`config.mk`:
```
export PLATFORM = sky130hd
export DESIGN_NAME = alu_writeback_sequencer
export DESIGN_NICKNAME = d
export VERILOG_FILES = /design/src/rtl/alu_writeback_sequencer.sv
export SDC_FILE = /design/constraint.sdc
export NUM_CORES = 1
export LEC_CHECK = 0
export CAP_MARGIN = 20
export CORE_UTILIZATION = 42
export CTS_BUF_LIST = sky130_fd_sc_hd__clkbuf_8
export CTS_CLUSTER_SIZE = 40
export DETAILED_ROUTE_END_ITERATION = 6
export HOLD_SLACK_MARGIN = 0.15
export PLACE_DENSITY = 0.85
export SLEW_MARGIN = 20
export SYNTH_ARGS = -nofsm -noshare
export SYNTH_HDL_FRONTEND = slang
export SYNTH_SLANG_ARGS = --single-unit
```
`constraint.sdc`:
```
create_clock -name clk -period 2.5 [get_ports clk]
set_clock_uncertainty 0.05 [all_clocks]
set_input_delay 0.5 -clock clk [delete_from_list [all_inputs] [get_ports clk]]
set_output_delay 0.5 -clock clk [all_outputs]
set_load 0.1 [all_outputs]
```
`src/rtl/alu_writeback_sequencer.sv`:
```
// Four-state control sequencer (IDLE -> READ -> EXEC -> WB) that runs one
// register-register instruction at a time through an external register file and ALU.
module alu_writeback_sequencer #(
  parameter int DATA_W      = 32,
  parameter int ADDR_W      = 5,
  parameter int ZERO_REG_RO = 1,
  parameter int CNT_W       = 16
) (
  input  logic              clk,
  input  logic              rst,
  input  logic              instr_valid,
  output logic              instr_ready,
  input  logic [1:0]        instr_op,
  input  logic [ADDR_W-1:0] instr_rs1,
  input  logic [ADDR_W-1:0] instr_rs2,
  input  logic [ADDR_W-1:0] instr_rd,
  output logic [ADDR_W-1:0] rf_a1,
  output logic [ADDR_W-1:0] rf_a2,
  input  logic [DATA_W-1:0] rf_rd1,
  input  logic [DATA_W-1:0] rf_rd2,
  output logic              rf_we3,
  output logic [ADDR_W-1:0] rf_a3,
  output logic [DATA_W-1:0] rf_wd3,
  output logic [DATA_W-1:0] alu_a,
  output logic [DATA_W-1:0] alu_b,
  output logic [1:0]        alu_op,
  input  logic [DATA_W-1:0] alu_result,
  output logic              done,
  output logic [ADDR_W-1:0] done_rd,
  output logic [DATA_W-1:0] done_value,
  output logic [CNT_W-1:0]  retired_count
);

  typedef enum logic [1:0] {S_IDLE, S_READ, S_EXEC, S_WB} state_t;

  state_t            state_q, state_d;
  logic [1:0]        op_q, op_d;
  logic [ADDR_W-1:0] rd_q, rd_d;
  logic [ADDR_W-1:0] a1_q, a1_d;
  logic [ADDR_W-1:0] a2_q, a2_d;
  logic [ADDR_W-1:0] a3_q, a3_d;
  logic [DATA_W-1:0] opa_q, opa_d;
  logic [DATA_W-1:0] opb_q, opb_d;
  logic [DATA_W-1:0] res_q, res_d;
  logic [1:0]        alu_op_q, alu_op_d;
  logic              we_q, we_d;
  logic              done_q, done_d;
  logic [CNT_W-1:0]  cnt_q, cnt_d;
  logic              accept;

  function automatic logic wb_enable(input logic [ADDR_W-1:0] rd);
    return !((ZERO_REG_RO != 0) && (rd == '0));
  endfunction

  assign instr_ready = (state_q == S_IDLE) && !rst;
  assign accept      = instr_valid && instr_ready;

  always_comb begin
    state_d  = state_q;
    op_d     = op_q;
    rd_d     = rd_q;
    a1_d     = a1_q;
    a2_d     = a2_q;
    a3_d     = a3_q;
    opa_d    = opa_q;
    opb_d    = opb_q;
    res_d    = res_q;
    alu_op_d = alu_op_q;
    we_d     = 1'b0;
    done_d   = 1'b0;
    cnt_d    = cnt_q;
    unique case (state_q)
      S_IDLE: begin
        if (accept) begin
          // Read addresses are loaded here so they are already stable for the READ cycle.
          op_d    = instr_op;
          rd_d    = instr_rd;
          a1_d    = instr_rs1;
          a2_d    = instr_rs2;
          state_d = S_READ;
        end
      end
      S_READ: begin
        opa_d    = rf_rd1;
        opb_d    = rf_rd2;
        alu_op_d = op_q;
        state_d  = S_EXEC;
      end
      S_EXEC: begin
        res_d   = alu_result;
        a3_d    = rd_q;
        we_d    = wb_enable(rd_q);
        done_d  = 1'b1;
        state_d = S_WB;
      end
      S_WB: begin
        cnt_d   = cnt_q + CNT_W'(1);
        state_d = S_IDLE;
      end
      default: state_d = S_IDLE;
    endcase
  end

  always_ff @(posedge clk) begin
    if (rst) begin
      state_q  <= S_IDLE;
      op_q     <= '0;
      rd_q     <= '0;
      a1_q     <= '0;
      a2_q     <= '0;
      a3_q     <= '0;
      opa_q    <= '0;
      opb_q    <= '0;
      res_q    <= '0;
      alu_op_q <= '0;
      we_q     <= 1'b0;
      done_q   <= 1'b0;
      cnt_q    <= '0;
    end else begin
      state_q  <= state_d;
      op_q     <= op_d;
      rd_q     <= rd_d;
      a1_q     <= a1_d;
      a2_q     <= a2_d;
      a3_q     <= a3_d;
      opa_q    <= opa_d;
      opb_q    <= opb_d;
      res_q    <= res_d;
      alu_op_q <= alu_op_d;
      we_q     <= we_d;
      done_q   <= done_d;
      cnt_q    <= cnt_d;
    end
  end

  // Reset asserted during WB must suppress the write and the completion pulse in that same cycle.
  assign rf_we3        = we_q && !rst;
  assign done          = done_q && !rst;
  assign rf_a1         = a1_q;
  assign rf_a2         = a2_q;
  assign rf_a3         = a3_q;
  assign rf_wd3        = res_q;
  assign alu_a         = opa_q;
  assign alu_b         = opb_q;
  assign alu_op        = alu_op_q;
  assign done_rd       = a3_q;
  assign done_value    = res_q;
  assign retired_count = cnt_q;

endmodule

```
Word level (Yosys, flattened, before mapping)
Index checks and enable logic that the tools add are counted.

storage, ports and cells
  flip-flop bits (word level) = 140
  input bits = 116
  output and inout port bits = 169
  word-level logic and storage cells = 32

operators by class
  add/sub/neg operators = 1
  equality and inequality tests = 4
  multiplexer cells = 3
  bitwise gates (word level) = 1
  reduce and logical (&&, ||, !) cells = 10

operators by type and width
  kind                                                             number
  16-bit by 1-bit adder with 16-bit output, second input constant  1
  2-bit one-hot mux with 4 select lines                            1
  5-bit zero test                                                  1
  2-bit == test, second input constant                             2
  1-bit logical AND                                                4
  2-bit by 1-bit == test with 1-bit output, second input constant  1
  1-bit zero test                                                  2
  2-bit zero test                                                  1
  2-bit 2-to-1 mux                                                 1
  2-bit != test, second input constant                             1
  2-bit AND reduction                                              1
  2-bit OR reduction                                               1
  1-bit 2-to-1 mux                                                 1
  1-bit NOT                                                        1

Depth between registers and ports, before layout
  word-level depth = 5
  depth in mapped cells = 8
  mapped depth without buffers = 6

Least setup slack after synthesis
Ideal clock, no wire load.

  kind = input-to-reg
  start = input port rst
  end = register op_q[1]
  setup time = 0.129 ns
  arrival time = 2.786 ns
  setup slack = -0.464 ns
  stages = 6
  buffers on the path = 3
  cell sequence = buf_2 > nor2b_1 > and2_1 > clkbuf_1 > clkbuf_1 > o21ai_0

between the ends
  cells in the longest elaborated chain, start to end = 4

RTL lines
  element                        line  RTL
  from (decl)                    10    input logic rst,
  1-bit zero test                55    assign instr_ready = (state_q == S_IDLE) && !rst;
  1-bit logical AND              55
  named net instr_ready          12    output logic instr_ready,
  1-bit logical AND              56    assign accept = instr_valid && instr_ready;
  2-bit AND reduction (no line)  -
  to (signal assigned)           121   op_q <= op_d;
  to (decl)                      37    logic [1:0] op_q, op_d;

The timed path passes the listed nets, and every way through them passes these cells.
A chain may end at the register's enable or synchronous reset.

Final worst setup path
  start = register state_q[0]
  end = output port instr_ready

between the ends
  cells in the longest elaborated chain, start to end = 2

RTL lines
  element                 line  RTL
  from (decl)             36    state_t state_q, state_d;
  from (signal assigned)  120   state_q <= state_d;
  2-bit zero test         55
  1-bit logical AND       55
  to (decl)               12

No other way between the ends.

==> flow_summary_export.csv <==
group,metric,value,unit
layout,syn_to_final_growth,51.1,%
yosys,synth_top_cell_by_area,"dfxtp_1",
drt,avgViaCountPerCell,4.69,
setup_path,end_kind,"output pin",
global_routing,grt_max_degree,49,
cts,cts_setup_buffers,0,
yosys,syn_inst,550,
floorplanning,io_pins,285,
yosys,ys_ff_latch,140,
place,port_buffers,284,
setup_path,r2r_start,"state_q[0]",
drt,first_pass_iters,5,
timing,max_freq,0.469,GHz
hold_path,hold_end,"done_rd[4]",
power_and_ir_drop,pwr-share-comb,0.573,
drt,antenna_left,0,
timing,hold-worst-slack,0.311,ns
setup_path,cp_slowest_cell,"dfxtp_1",
cts,clkLatencyLatePin,0.45,ns
global_routing,grt_pass1_vias,4389,
place,hpwl,10800,um
timing,hold_violations,0,
cts,clockBufferDepth,2,
drt,routedWlPerCell,15.0,um
power_and_ir_drop,p_leak,3.54,nW
outcome,status,"finished, final reports clean",
floorplanning,fp.dieW,116,um
timing,tns,0,ns
timing,post-route-min-period,2.13,ns
hold_path,hp-start,"rst",
hold_path,holdCritPathClass,"input port to register",
yosys,synth.area.top_cells,"dfxtp_1 (51%), mux2i_1 (19%), nor2_1 (8.2%)",
cts,cts_tree,"done",
cts,clock_sinks,140,
drt,via_count,4574,
floorplanning,dieArea,13400,um^2
setup_path,required,1.95,ns
power_and_ir_drop,p_per_area,1390,nW/um^2
floorplanning,start_util,0.431,
layout,antenna_cells,0,
setup_path,path_buf_inv,2,
setup_path,rr_worst_depth,6,
layout,nets,911,
setup_path,r2r_slack,0.61,ns
power_and_ir_drop,p_sw,6.09,mW
timing,finalCritPeriodShare,0.854,
drt,drc_errors,0,
yosys,syn_avg_cell_area,9.90,um^2
layout,layout.filler_cells,1024,
setup_path,cp_max_fo,4,
cts,cts-hold-fix-buffers,0,
timing,max-slew-margin-rel,0.673,
layout,final_util,0.652,
flow_run,drv_cap,0,
floorplanning,row_count,41,
cts,numCtsBuffers,17,
setup_path,critical_path_class,"register to output pin",
yosys,synthDistinctLibCells,32,
power_and_ir_drop,pwr-share-clk,0.167,
cts,htreeDepth,4,
global_routing,grt_first_pass_wirelength,21500,um
floorplanning,die_h,116,um
cts,cts.repair.resized,0,
setup_path,reg2reg_to,"retired_count[15]",
place,gp_congestion,0.806,
timing,tightest_slew,0.491,ns
timing,grt_setup_unrepaired,"false",
global_routing,grtUsageTotal,0.212,
setup_path,critPathTopFamily,"flip-flops",
yosys,yosysSeqAreaShare,0.515,
drt,wirelength,14600,um
yosys,syn_nets,671,
timing,drv_slew,0,
power_and_ir_drop,power_frac_seq,0.260,
setup_path,crit_chain,"inv_1, ha_1, nor2b_2, buf_12",
setup_path,worstPathArrival,1.58,ns
setup_path,critical_path_depth,4,
floorplanning,core,12600,um^2
power_and_ir_drop,p_sw_frac,0.531,
cts,clk_pin_slew_worst_paths,0.08,ns
setup_path,cp-start-kind,"register",
hold_path,hold_path_depth,2,
global_routing,antenna_found_initial,0,
yosys,syn-cell-area,5450,um^2
layout,drive_gt1_frac,0.268,
setup_path,max_stage_delay,0.43,ns
timing,final-setup-viol-count,0,
global_routing,grt_overflow_total,0,
power_and_ir_drop,internal_power,5.38,mW
cts,clk_root_buffer_cell,"clkbuf_8",
yosys,synth_top_area_share,0.515,
power_and_ir_drop,vdd_drop_max,0.792,mV
drt,dr.first_iter.drc_count,190,
power_and_ir_drop,power,11.5,mW
yosys,synth_warnings,0,
==> power groups by stage <==
stage,clock network [mW],logic [mW],registers [mW]
floorplan,0,2.45,5.88
global placement,0,6.52,3.00
detailed placement,0,6.59,3.03
CTS,1.95,6.60,2.99
global route,2.04,6.78,3.04
finish,1.91,6.57,2.99
==> cells in the mapped netlist <==
cell type	instances
o21ai_1	1
nor2_1	119
nand3_1	6
buf_1	4
dfxtp_1	140
or4_1	1
buf_4	38
and4_1	1
and4_4	1
and3_1	2
mux2i_1	105
nand4_1	4
o21ai_0	19
and2_1	1
nand2_1	24
o21a_1	1
or4b_1	1
mux2_1	2
ha_1	5
nor4_4	1
nand2b_1	18
nor2b_1	6
a211oi_1	1
xnor2_1	4
inv_1	2
clkbuf_1	15
a21oi_1	3
or3_1	2
nand4_2	1
xor2_1	6
nor3_1	2
buf_2	14
==> routing by layer <==
| metal | global-route usage | vias up | part of all wire |
|---|---|---|---|
| li1 | - | 2252 | - |
| met3 | 0.0769 | 20 | 0.077 |
| met1 | 0.234 | 2125 | 0.40 |
| met4 | 0.0821 | 0 | 0.017 |
| met5 | 0 | - | 0 |
| met2 | 0.371 | 177 | 0.50 |
==> logic make-up (layout without fill, tap and decap cells) <==
kind of cell | Yosys count | after routing | share of synthesized area
AO/OA/AOI/OAI | 25 | 25 | 0.0239
XOR/XNOR | 10 | 10 | 0.0161
adder cells (fa/ha/maj) | 5 | 5 | 0.0115
buffers and inverters | 73 | 326 | 0.0797
flip-flops | 140 | 140 | 0.515
multiplexers | 107 | 107 | 0.197
AND/OR/NAND/NOR | 190 | 190 | 0.157
==> flip-flops by register name (all words and copies together) (netlist names), 5 cells and up <==
signal / count
alu_a: 32
alu_b: 32
done_value: 32
retired_count: 16
done_rd: 5
rd_q: 5
rf_a1: 5
rf_a2: 5
==> metrics by stage <==
step           worst slack (ns)  std cells  area [um^2]
3_3_place_gp              0.657        943         7810
4_1_cts                   0.340        975         8230
5_1_grt                   0.278        975         8230
6_report                  0.366        975         8230
2_1_floorplan             0.111        550         5450
3_5_place_dp              0.615        943         7810
==> worst max-delay path by stage <==
stage,start,end,slack [ns]
finish,state_q[0],instr_ready,0.37
global route,state_q[0],instr_ready,0.28
CTS,state_q[0],instr_ready,0.34
detailed placement,state_q[0],retired_count[15],0.61
global placement,state_q[0],retired_count[13],0.66
floorplan,rst,op_q[1],0.11
==> cells in the final DEF (no fill, tap or decap) <==
master / count
bufinv_16: 4
nor3_1: 2
clkbuf_8: 17
nor2b_2: 3
nand3_1: 6
buf_12: 6
clkinv_2: 5
mux2i_1: 105
nor2_1: 119
nor2b_1: 3
nand2_1: 24
xnor2_1: 4
and4_4: 1
xor2_1: 6
clkinv_4: 3
nand2b_1: 18
o21a_1: 1
nor4_4: 1
ha_2: 1
dfxtp_1: 140
a21oi_1: 3
buf_4: 172
ha_4: 1
and3_1: 2
and2_1: 1
inv_1: 5
or4_1: 1
ha_1: 3
mux2_1: 2
or3_1: 2
and4_1: 1
a211oi_1: 1
o21ai_1: 1
o21ai_0: 19
nand4_1: 4
or4b_1: 1
nand4_2: 1
clkdlybuf4s50_1: 114
==> final cells by class <==
type,count,area [um^2],area share
sequential,140,2800,0.341
clock inverter,15,183,0.0222
tap,172,215,0.0262
timing repair buffer,292,2550,0.310
multi-input combinational,337,2230,0.271
clock buffer,17,234,0.0284
inverter,2,7.51,0.000913
Power figures use the tool's default switching activity.
